<file path="config.mk">
export PLATFORM = sky130hd
export DESIGN_NAME = stopwatch_core
export DESIGN_NICKNAME = d
export VERILOG_FILES = /design/src/rtl/stopwatch_core.sv
export SDC_FILE = /design/constraint.sdc
export NUM_CORES = 1
export LEC_CHECK = 0
export BUFFER_PORTS_ARGS = -buffer_cell sky130_fd_sc_hd__buf_2
export CELL_PAD_IN_SITES_DETAIL_PLACEMENT = 2
export CELL_PAD_IN_SITES_GLOBAL_PLACEMENT = 2
export CORE_MARGIN = 2
export CORE_UTILIZATION = 28
export CTS_CLUSTER_DIAMETER = 30
export DETAILED_ROUTE_END_ITERATION = 8
export PLACE_DENSITY_LB_ADDON = 0.1
export SETUP_SLACK_MARGIN = 0.05
export SLEW_MARGIN = 20
export SYNTH_ARGS = -nofsm -noshare
export SYNTH_HDL_FRONTEND = slang
export SYNTH_SLANG_ARGS = --single-unit
</file>
<file path="constraint.sdc">
create_clock -name clock -period 6.7 [get_ports clock]
set_input_delay 0.67 -clock clock [delete_from_list [all_inputs] [get_ports clock]]
set_output_delay 0.67 -clock clock [all_outputs]
set_load 0.03 [all_outputs]
</file>
<file path="src/rtl/stopwatch_core.sv">
// BCD MM:SS stopwatch/timer core: up/down count on tick, run/pause, field adjust, zero-latency outputs.
// Optional lap freeze is built only when STOPWATCH_LAP_EN is defined; otherwise frozen is tied low.
module stopwatch_core #(
    parameter int MIN_TEN_MAX = 9,
    parameter bit START_RUN   = 1'b0
) (
    input  logic       clock,
    input  logic       rst,
    input  logic       tick,
    input  logic       adj_tick,
    input  logic       pause_p,
    input  logic       adj,
    input  logic       sel,
    input  logic       dir,
    input  logic       lap_p,
    output logic [3:0] min_ten,
    output logic [3:0] min_unit,
    output logic [2:0] sec_ten,
    output logic [3:0] sec_unit,
    output logic       running,
    output logic       frozen,
    output logic       wrap,
    output logic       done
);

    localparam logic [3:0] MT_MAX = 4'(MIN_TEN_MAX);

    typedef struct packed {
        logic [3:0] mt;
        logic [3:0] mu;
        logic [2:0] st;
        logic [3:0] su;
    } time_t;

    typedef enum logic [1:0] {
        MODE_PAUSE,
        MODE_RUN,
        MODE_ADJ
    } mode_t;

    time_t cnt, cnt_next;
    logic  run_next, wrap_next, done_next;
    mode_t mode;

    function automatic time_t inc_min(input time_t t);
        time_t r;
        r = t;
        if (t.mu == 4'd9) begin
            r.mu = 4'd0;
            r.mt = (t.mt == MT_MAX) ? 4'd0 : t.mt + 4'd1;
        end else begin
            r.mu = t.mu + 4'd1;
        end
        return r;
    endfunction

    function automatic time_t inc_sec(input time_t t);
        time_t r;
        r = t;
        if (t.su == 4'd9) begin
            r.su = 4'd0;
            r.st = (t.st == 3'd5) ? 3'd0 : t.st + 3'd1;
        end else begin
            r.su = t.su + 4'd1;
        end
        return r;
    endfunction

    function automatic logic sec_at_max(input time_t t);
        return (t.st == 3'd5) && (t.su == 4'd9);
    endfunction

    function automatic logic is_max(input time_t t);
        return (t.mt == MT_MAX) && (t.mu == 4'd9) && sec_at_max(t);
    endfunction

    function automatic logic is_zero(input time_t t);
        return (t.mt == 4'd0) && (t.mu == 4'd0) && (t.st == 3'd0) && (t.su == 4'd0);
    endfunction

    function automatic logic is_one(input time_t t);
        return (t.mt == 4'd0) && (t.mu == 4'd0) && (t.st == 3'd0) && (t.su == 4'd1);
    endfunction

    // Seconds carry feeds the minute field; callers handle the max->zero wrap.
    function automatic time_t inc_all(input time_t t);
        time_t r;
        r = inc_sec(t);
        if (sec_at_max(t)) begin
            r = inc_min(r);
        end
        return r;
    endfunction

    // Only called on a non-zero count, so a full borrow chain always finds mt > 0.
    function automatic time_t dec_all(input time_t t);
        time_t r;
        r = t;
        if (t.su != 4'd0) begin
            r.su = t.su - 4'd1;
        end else begin
            r.su = 4'd9;
            if (t.st != 3'd0) begin
                r.st = t.st - 3'd1;
            end else begin
                r.st = 3'd5;
                if (t.mu != 4'd0) begin
                    r.mu = t.mu - 4'd1;
                end else begin
                    r.mu = 4'd9;
                    r.mt = t.mt - 4'd1;
                end
            end
        end
        return r;
    endfunction

    always_comb begin
        mode = MODE_PAUSE;
        if (adj) begin
            mode = MODE_ADJ;
        end else if (running) begin
            mode = MODE_RUN;
        end
    end

    always_comb begin
        cnt_next  = cnt;
        run_next  = running;
        wrap_next = 1'b0;
        done_next = 1'b0;
        case (mode)
            MODE_ADJ: begin
                if (adj_tick) begin
                    cnt_next = sel ? inc_sec(cnt) : inc_min(cnt);
                end
            end
            MODE_RUN: begin
                if (pause_p) begin
                    run_next = 1'b0;
                end
                if (tick) begin
                    if (!dir) begin
                        if (is_max(cnt)) begin
                            cnt_next  = '0;
                            wrap_next = 1'b1;
                        end else begin
                            cnt_next = inc_all(cnt);
                        end
                    end else if (is_zero(cnt)) begin
                        run_next = 1'b0;
                    end else begin
                        // Reaching zero stops the timer even if a pause toggle coincides.
                        cnt_next = dec_all(cnt);
                        if (is_one(cnt)) begin
                            done_next = 1'b1;
                            run_next  = 1'b0;
                        end
                    end
                end
            end
            default: begin
                if (pause_p) begin
                    run_next = 1'b1;
                end
            end
        endcase
    end

    always_ff @(posedge clock or posedge rst) begin
        if (rst) begin
            cnt     <= '0;
            running <= START_RUN;
            wrap    <= 1'b0;
            done    <= 1'b0;
        end else begin
            cnt     <= cnt_next;
            running <= run_next;
            wrap    <= wrap_next;
            done    <= done_next;
        end
    end

`ifdef STOPWATCH_LAP_EN
    time_t lap;

    // Capture uses the pre-tick count, so a coincident tick is not reflected in the lap.
    always_ff @(posedge clock or posedge rst) begin
        if (rst) begin
            lap    <= '0;
            frozen <= 1'b0;
        end else if (adj) begin
            frozen <= 1'b0;
        end else if (lap_p) begin
            frozen <= ~frozen;
            if (!frozen) begin
                lap <= cnt;
            end
        end
    end

    assign min_ten  = frozen ? lap.mt : cnt.mt;
    assign min_unit = frozen ? lap.mu : cnt.mu;
    assign sec_ten  = frozen ? lap.st : cnt.st;
    assign sec_unit = frozen ? lap.su : cnt.su;
`else
    logic unused_lap_p;
    assign unused_lap_p = lap_p;

    assign frozen   = 1'b0;
    assign min_ten  = cnt.mt;
    assign min_unit = cnt.mu;
    assign sec_ten  = cnt.st;
    assign sec_unit = cnt.su;
`endif

endmodule

</file>
==> results of run 1 <==
==> worst max path at each step <==
| stage | startpoint | endpoint |
|---|---|---|
| after global placement | adj | min_unit[2] |
| after CTS | sec_unit[1] | min_unit[0] |
| after detailed placement | adj | min_unit[0] |
| after floorplan | sec_unit[0] | min_ten[0] |
| after global routing | sec_unit[0] | min_ten[0] |
| final | sec_unit[0] | min_ten[0] |
==> registers in the layout (all words and copies together), names as in the netlist <==
| name | flops |
|---|---|
| sec_ten | 3 |
| running | 1 |
| min_ten | 4 |
| sec_unit | 4 |
| done | 1 |
| wrap | 1 |
| min_unit | 4 |
==> critical path, delay by kind of cell, from the launching register on <==
family                     cells  cell delay (ns)
and+or+nand+nor                4             1.69
DFF                            1             0.50
AOI/OAI and AO/OA              1             0.20
adders and majority gates      1             0.28
buffers and inverters          1             0.13
==> through the flow <==
step                      total power, mW  worst slack, ns  hold slack [ns]  cell area (sq um)  utilization
after CTS                           0.881             3.74            0.557               1790        0.326
after floorplan                     0.621             4.09            0.609               1580            -
after detailed placement            0.776             3.64            0.541               1730        0.316
final                               0.872             3.84            0.532               1790        0.327
after global placement              0.752             3.79            0.524               1730        0.316
after global routing                0.953             3.58            0.569               1790        0.327
==> power by group <==
| group | switching, mW | internal (mW) |
|---|---|---|
| Clock | 0.0463 | 0.0525 |
| Sequential | 0.106 | 0.155 |
| Combinational | 0.335 | 0.178 |
| Total | 0.487 | 0.385 |
==> metal layers <==
layer  up-vias  global-route usage  share of wire
li1        781                   -              -
met1       797               0.240           0.46
met2        24               0.329           0.50
met3        10              0.0307          0.022
met4         0              0.0569          0.016
met5         -                   0              0
==> cell usage in the layout, fill, tap and decap left out, types with 2 or more instances in the layout <==
master     instances
or3b_2             2
o31ai_1            8
o211ai_1           3
a31oi_1            7
a211oi_1           5
and3b_1            2
or4_1              2
a32oi_1            2
buf_2             25
clkbuf_8           4
nand3_1            6
o21ai_0            6
inv_1             14
xor2_1             2
o2bb2ai_1          2
nor3_1             6
o22ai_1            3
dfrtp_1           18
nand2_1           16
nor2_1            15
o41ai_1            3
a21oi_1           19
nand3b_1           4
and3_1             3
o21bai_1           2
nor4_1             3
nand2b_1           5
ha_1              11
nor3b_1            4
==> cells by family after synthesis <==
logic type	synth area share
other	0.00237
xor gates and xnor gates	0.0166
DFF	0.285
adders and majority gates	0.0872
buffers and inverters	0.0737
and+or+nand+nor	0.248
AOI/OAI and AO/OA	0.287
==> layout make-up <==
class,count,area (sq um),area share
clock buffers,4,55.1,0.0307
inverters,14,52.6,0.0293
multi-input cells,156,1020,0.568
flip-flops and latches,18,450,0.251
well taps,72,90.1,0.0503
repair buffers,25,125,0.0698
==> impl_metrics.json, run 1 <==
{
  "stdcell_count": 289,
  "nNetsFinal": 238,
  "r2r_end": "min_ten[0]",
  "rsz0062_at_grt": "false",
  "clk_pin_slew_ns": 0.08,
  "place.gp.congestion": 0.743,
  "tritoncts": "built",
  "rrSetupSlack_ns": 3.84,
  "cts_setup_buffers": 0,
  "vias_per_cell": 5.58,
  "worstPathRequired_ns": 6.91,
  "worstMarginPinSlew_ns": 0.896,
  "leakage_nw": 0.767,
  "status": "complete, no violations",
  "dp_hpwl_um": 4120,
  "finalClockSkew_ns": 0.00102,
  "endpoint_kind": "flip-flop",
  "fin_crit_ns": 2.86,
  "ir_worst_vdd_mv": 0.141,
  "start_util": 0.289,
  "yosys_warnings": 0,
  "numCtsBuffers": 3,
  "maxClockFrequency_mhz": 349,
  "grt_pass1_vias": 1739,
  "slew-limit-headroom": 0.397,
  "maxCapViolations": 0,
  "crit_slowest_cell": "or4_1",
  "rows": 27,
  "synth_edf_count": 0,
  "ys_dominant_reg_cell": "dfrtp_1",
  "die_height_um": 79.1,
  "timing.critical_path.mode_cell": "or4_1",
  "post_drt_wl_per_cell_um": 19.1,
  "num_antenna_cells": 0,
  "yosys.area.top_type": "dfrtp_1",
  "die_w_um": 79.1,
  "drc": 0,
  "rr_worst_depth": 7,
  "wl_um": 5530,
  "clock-root-buffer": "clkbuf_8",
  "path_class": "flip-flop to flip-flop",
  "synth_commonest_cells": "a21oi_1, dfrtp_1, nand2_1, nor2_1, inv_1",
  "ys_top_cells_by_area": "dfrtp_1, ha_1, a21oi_1, nand2_1, o31ai_1",
  "setup_viol": 0,
  "syn2layout_area_growth_pct": 13.5,
  "max-clock-path-buffers": 2,
  "dp.cells": 285,
  "fillers": 684,
  "synthArstFlopShare": 1.00,
  "hold_viol": 0,
  "finalCritPeriodShare": 0.427,
  "synth.most_common_cell": "a21oi_1",
  "insertion_delay_ns": 0.27,
  "first_pass_iters": 4,
  "reg2reg_from": "sec_unit[0]",
  "vias": 1612,
  "ctsHtreeMaxLevel": 1,
  "critPathMaxStageDelay_ns": 0.67,
  "hold_class": "primary input to async pin",
  "clock_sinks": 18,
  "antenna_found_initial": 0,
  "cellPowerDensity_nw_per_um2": 487,
  "final_max_slew_viol_count": 0,
  "synth-seq-cells": 18,
  "grt_overflow": 0,
  "drtAntennaViolNets": 0,
  "grt_usage": 0.189,
  "synth_top_area_share": 0.285,
  "pin_count": 28,
  "coreArea_sq_um": 5470,
  "crit_arrival_ns": 3.07,
  "numPortBuffers": 25,
  "setup_tns_ns": 0,
  "grt_pass1_wl_um": 9160,
  "cts_hold_buf": 0,
  "postSynthCellCount": 201,
  "grt_start_max_net_pins": 19,
  "synthDistinctLibCells": 44,
  "synth_area_per_cell_sq_um": 7.86,
  "drive_above_1_share": 0.147,
  "cts.repair.resized": 0,
  "dieArea_sq_um": 6260,
  "synth_area_sq_um": 1580,
  "crit_fanout": 9,
  "cp_cell_sequence": "inv_1 -> ha_1 -> nor3b_1 -> o2bb2ai_1 -> or4_1 -> or4_1 -> nand2_1",
  "drtIter0Drc": 70,
  "synth_nets": 221,
  "ys_seq_area_frac": 0.285,
  "critPathLaunchType": "flip-flop"
}
Note: power is estimated with default switching activity, not from simulation.
==> inputs of run 2 (changes only) <==
- clock period: 6.7 -> 2.7 ns (I/O delays scaled with it)
==> impl_metrics.json, run 2 (synthesized netlist as in run 1, its figures left out) <==
{
  "layout_commonest_cell": "buf_2",
  "maxClockFrequency_mhz": 395,
  "dp_hpwl_um": 4420,
  "grt_usage": 0.196,
  "setup_ws_ns": 0.166,
  "timing.hold.ws_ns": 0.156,
  "drc": 0,
  "clockPowerShare": 0.090,
  "die_w_um": 79.1,
  "fillers": 671,
  "wl_um": 5820,
  "stdcell_count": 301,
  "grt_pass1_wl_um": 9690,
  "combPwrFrac": 0.650,
  "dr.max_layer_used": "met4",
  "clock-root-buffer": "clkbuf_8",
  "drt-met1-wl_um": 2560,
  "ctsHtreeMaxLevel": 1,
  "wl_met2_um": 3140,
  "cellPowerDensity_nw_per_um2": 1190,
  "hold_class": "primary input to async pin",
  "coreArea_sq_um": 5470,
  "place.gp.congestion": 0.838,
  "rrSetupSlack_ns": 0.17,
  "power_mw": 2.25,
  "rr_worst_depth": 8,
  "ir_worst_vdd_mv": 0.440,
  "internal_power_mw": 1.02,
  "fin_crit_ns": 2.53,
  "clock_sinks": 18,
  "vias_per_cell": 5.50,
  "drtAntennaViolNets": 0,
  "pin_count": 28,
  "fin_util": 0.343,
  "rsz0062_at_grt": "true",
  "vias": 1657,
  "drive_above_1_share": 0.197,
  "cts_hold_buf": 0,
  "switching_power_mw": 1.23,
  "num_antenna_cells": 0,
  "drtIter0Drc": 66,
  "place_ws_ns": 0.0877,
  "dp.cells": 298,
  "hold_viol": 0,
  "final_max_slew_viol_count": 0,
  "antenna_found_initial": 0,
  "first_pass_iters": 4,
  "critPathLaunchType": "flip-flop",
  "wl_met3_um": 92,
  "nNetsFinal": 251,
  "grt_pass1_vias": 1888,
  "setup_viol": 0,
  "start_util": 0.289,
  "slew-limit-headroom": 0.455,
  "crit_fanout": 8,
  "rows": 27,
  "numPortBuffers": 25,
  "grt_start_max_net_pins": 19,
  "clk_pin_slew_ns": 0.08,
  "reg2reg_from": "min_unit[1]",
  "path_class": "flip-flop to flip-flop",
  "placed_cell_area_sq_um": 1830,
  "switching_share": 0.546,
  "endpoint_kind": "flip-flop",
  "post_drt_wl_per_cell_um": 19.3,
  "numCtsBuffers": 3,
  "status": "complete, no violations",
  "syn2layout_area_growth_pct": 19.0,
  "insertion_delay_ns": 0.26,
  "die_height_um": 79.1,
  "leakage_nw": 0.826,
  "grt_overflow": 0,
  "setup_tns_ns": 0,
  "worstMarginPinSlew_ns": 0.817,
  "final_cell_area_sq_um": 1880,
  "p_seq_frac": 0.260,
  "maxCapViolations": 0,
  "max-clock-path-buffers": 2,
  "dieArea_sq_um": 6260,
  "crit_arrival_ns": 2.71,
  "r2r_end": "sec_unit[3]",
  "tritoncts": "built",
  "worstPathRequired_ns": 2.88,
  "mostFrequentLayoutCells": "buf_2, a21oi_1, dfrtp_1, nand2_1, nor2_1",
  "finalCritPeriodShare": 0.938,
  "finalClockSkew_ns": 0.00807
}
## run 2: cell count changes in the layout (fill, tap and decap cells not counted)
cell and change:
buf_4 +13, clkbuf_8 -1, or4_1 -1, or4_4 +1
## run 2: area by class of cell
class                      count  area, sq um  area share
timing repair buffer          38          223       0.119
clock buffer                   3         41.3      0.0220
tap                           72         90.1      0.0479
sequential                    18          450       0.240
inverter                      14         52.6      0.0280
multi-input combinational    156         1020       0.544
## run 2: worst max-delay path, stage by stage, from the launching register on
cell     delay (ns)
dfrtp_1        0.47
inv_1          0.11
ha_1           0.26
or3b_2         0.52
nor4_2         0.33
buf_4          0.20
a21o_1         0.30
a21oi_1        0.08
a21oi_1        0.19
## run 2: how the worst max path moves through the flow
| stage | startpoint | endpoint | slack [ns] | cells after the start |
|---|---|---|---|---|
| floorplan | sec_unit[0] | min_ten[0] | 0.09 | 7 |
| global placement | min_unit[1] | sec_ten[0] | 0.20 | 8 |
| detailed placement | min_unit[1] | sec_ten[0] | 0.09 | 8 |
| CTS | min_unit[1] | sec_unit[3] | 0.06 | 8 |
| global route | min_unit[1] | sec_unit[3] | 0.02 | 8 |
| finish | min_unit[1] | sec_unit[3] | 0.17 | 8 |
## run 2: power groups by stage
| stage | Clock [mW] | Combinational (mW) | Sequential (mW) |
|---|---|---|---|
| floorplan | 0 | 0.774 | 0.766 |
| global placement | 0 | 1.40 | 0.579 |
| detailed placement | 0 | 1.46 | 0.593 |
| CTS | 0.217 | 1.47 | 0.587 |
| global route | 0.230 | 1.61 | 0.620 |
| finish | 0.202 | 1.46 | 0.584 |
## run 2: layer usage
metal / vias to the layer above / track usage
met1: 838 / 0.230
met4: 0 / 0.0345
met5: - / 0
li1: 800 / -
met3: 2 / 0.0273
met2: 17 / 0.381
## run 2: what timing repair did
item | 4_1_cts | 5_1_grt
gates resized for setup | 0 | 2
setup buffers | 0 | 0
setup endpoints to repair | 0 | 5
==> inputs of run 3 (changes only) <==
- ABC_AREA: unset -> 1
==> impl_metrics.json, run 3 <==
{
  "status": "complete, no violations",
  "layout_commonest_cell": "nand2_1",
  "clock-root-buffer": "clkbuf_8",
  "stdcell_count": 365,
  "insertion_delay_ns": 0.27,
  "grt_usage": 0.170,
  "first_pass_iters": 4,
  "synth_commonest_cells": "nand2_1, inv_1, nand3_1, dfrtp_1",
  "synthDistinctLibCells": 31,
  "maxCapViolations": 0,
  "hold_class": "primary input to async pin",
  "grt_pass1_vias": 1907,
  "cts_setup_buffers": 0,
  "synth_nets": 285,
  "ir_worst_vdd_mv": 0.303,
  "fin_util": 0.320,
  "synth_area_per_cell_sq_um": 6.75,
  "finalCritPeriodShare": 0.734,
  "numPortBuffers": 25,
  "dp_hpwl_um": 4560,
  "switching_power_mw": 1.28,
  "synth_edf_count": 0,
  "synthArstFlopShare": 1.00,
  "ys_top_cells_by_area": "dfrtp_1, nand2_1, ha_1, nand3_1, inv_1",
  "nNetsFinal": 310,
  "timing.hold.ws_ns": 0.156,
  "clock_sinks": 18,
  "grt_start_max_net_pins": 19,
  "syn2layout_area_growth_pct": 12.2,
  "endpoint_kind": "flip-flop",
  "hold_viol": 0,
  "synthMuxAreaShare": 0,
  "synth_top_area_share": 0.252,
  "place_ws_ns": 0.675,
  "p_seq_frac": 0.259,
  "leakage_nw": 1.04,
  "ys_dominant_reg_cell": "dfrtp_1",
  "finalClockSkew_ns": 0.00840,
  "start_util": 0.285,
  "crit_fanout": 6,
  "critPathLaunchType": "flip-flop",
  "tritoncts": "built",
  "worstPathRequired_ns": 2.90,
  "cts.repair.resized": 0,
  "vias": 1803,
  "die_height_um": 83.9,
  "clockPowerShare": 0.094,
  "synth_xor_area_frac": 0.0196,
  "path_class": "flip-flop to flip-flop",
  "coreArea_sq_um": 6280,
  "multi_input_area_sq_um": 1160,
  "final_max_slew_viol_count": 0,
  "num_antenna_cells": 0,
  "fin_crit_ns": 1.98,
  "maxClockFrequency_mhz": 505,
  "pin_count": 28,
  "cellPowerDensity_nw_per_um2": 1100,
  "switching_share": 0.582,
  "antenna_found_initial": 0,
  "yosys.area.top_type": "dfrtp_1",
  "post_drt_wl_per_cell_um": 15.4,
  "dp.cells": 362,
  "drtAntennaViolNets": 0,
  "setup_viol": 0,
  "seqCellArea_sq_um": 450,
  "synth-seq-cells": 18,
  "combPwrFrac": 0.647,
  "yosys_warnings": 0,
  "drc": 0,
  "internal_power_mw": 0.921,
  "crit_arrival_ns": 2.18,
  "grt_pass1_wl_um": 9720,
  "rows": 29,
  "rsz0062_at_grt": "false",
  "place.gp.congestion": 0.794,
  "drtIter0Drc": 29,
  "synth_area_sq_um": 1790,
  "ys_seq_area_frac": 0.252,
  "cts_hold_buf": 0,
  "clk_pin_slew_ns": 0.08,
  "fillers": 796,
  "die_w_um": 83.9,
  "slew-limit-headroom": 0.446,
  "drive_above_1_share": 0.219,
  "vias_per_cell": 4.94,
  "synthSimpleGateAreaFrac": 0.450,
  "mostFrequentLayoutCells": "nand2_1, inv_1, buf_2, nand3_1, dfrtp_1",
  "setup_tns_ns": 0,
  "synthAdderAreaFrac": 0.0769,
  "worstMarginPinSlew_ns": 0.830,
  "setup_ws_ns": 0.719,
  "max-clock-path-buffers": 2,
  "postSynthCellCount": 265,
  "grt_overflow": 0,
  "dieArea_sq_um": 7050,
  "wl_um": 5640,
  "synth-compound-area-share": 0.103,
  "synth_top_family_by_area": "simple AND/OR/NAND/NOR gates",
  "ctsHtreeMaxLevel": 1,
  "synth.most_common_cell": "nand2_1",
  "numCtsBuffers": 3
}
==> run 3: cell count changes after synthesis, sizes merged, moves of 8 or more <==
cell,change
nand2,+77
o21ai,+15
nand4,+9
nand3,+21
inv,+19
nor2,+8
a21oi,-11
==> run 3: cell type report <==
type,instances,share of cell area
Sequential cell,18,0.224
Timing Repair Buffer,25,0.0623
Tap cell,77,0.0480
Clock buffer,3,0.0206
Inverter,33,0.0642
Multi-Input combinational cell,209,0.580
==> run 3: logic make-up (layout without fill, tap and decap cells) <==
family	after synthesis	in the layout
adder cells (fa/ha/maj)	11	11
buffers and inverters	38	61
AND/OR/NAND/NOR	159	159
XOR/XNOR	4	4
other	1	1
AO/OA/AOI/OAI	34	34
flip-flops	18	18
==> run 3: routing by layer <==
metal  global-route usage  wire [um]  vias up
li1                     -          -      906
met1                0.240       2860      870
met2                0.284       2590       21
met3               0.0168        111        6
met4               0.0337         74        0
met5                    0          0        -
==> run 3: stage by stage <==
stage	cell area, sq um	total power [mW]
2_1_floorplan	1790	1.65
3_3_place_gp	1970	2.00
3_5_place_dp	1970	2.03
4_1_cts	2010	2.25
5_1_grt	2010	2.45
6_report	2010	2.20
==> run 3: worst paths after layout <==
path                              from          to  slack, ns  cells after the start
max in group asynchronous          rst  min_ten[2]       2.02                      2
min in group clock                tick        wrap       0.29                      3
max reg2reg                sec_unit[1]  min_ten[0]       0.72                      8
max                        sec_unit[1]  min_ten[0]       0.72                      8
min reg2reg                 min_ten[3]  min_ten[3]       0.58                      2
min                                rst  sec_ten[2]       0.16                      2
==> run 3: power groups by stage <==
stage / Clock, mW / Combinational, mW / Sequential (mW)
6_report: 0.207 / 1.43 / 0.571
2_1_floorplan: 0 / 0.935 / 0.710
3_5_place_dp: 0 / 1.45 / 0.579
4_1_cts: 0.217 / 1.46 / 0.574
5_1_grt: 0.226 / 1.63 / 0.601
3_3_place_gp: 0 / 1.42 / 0.577
==> run 3: worst max-delay path, cell delays in order (launching register included) <==
cell	delay (ns)
dfrtp_1	0.41
inv_1	0.17
ha_1	0.31
nand3_2	0.19
o21ai_1	0.24
nand2_2	0.13
nor3_2	0.30
nand2_1	0.09
nand2_1	0.06
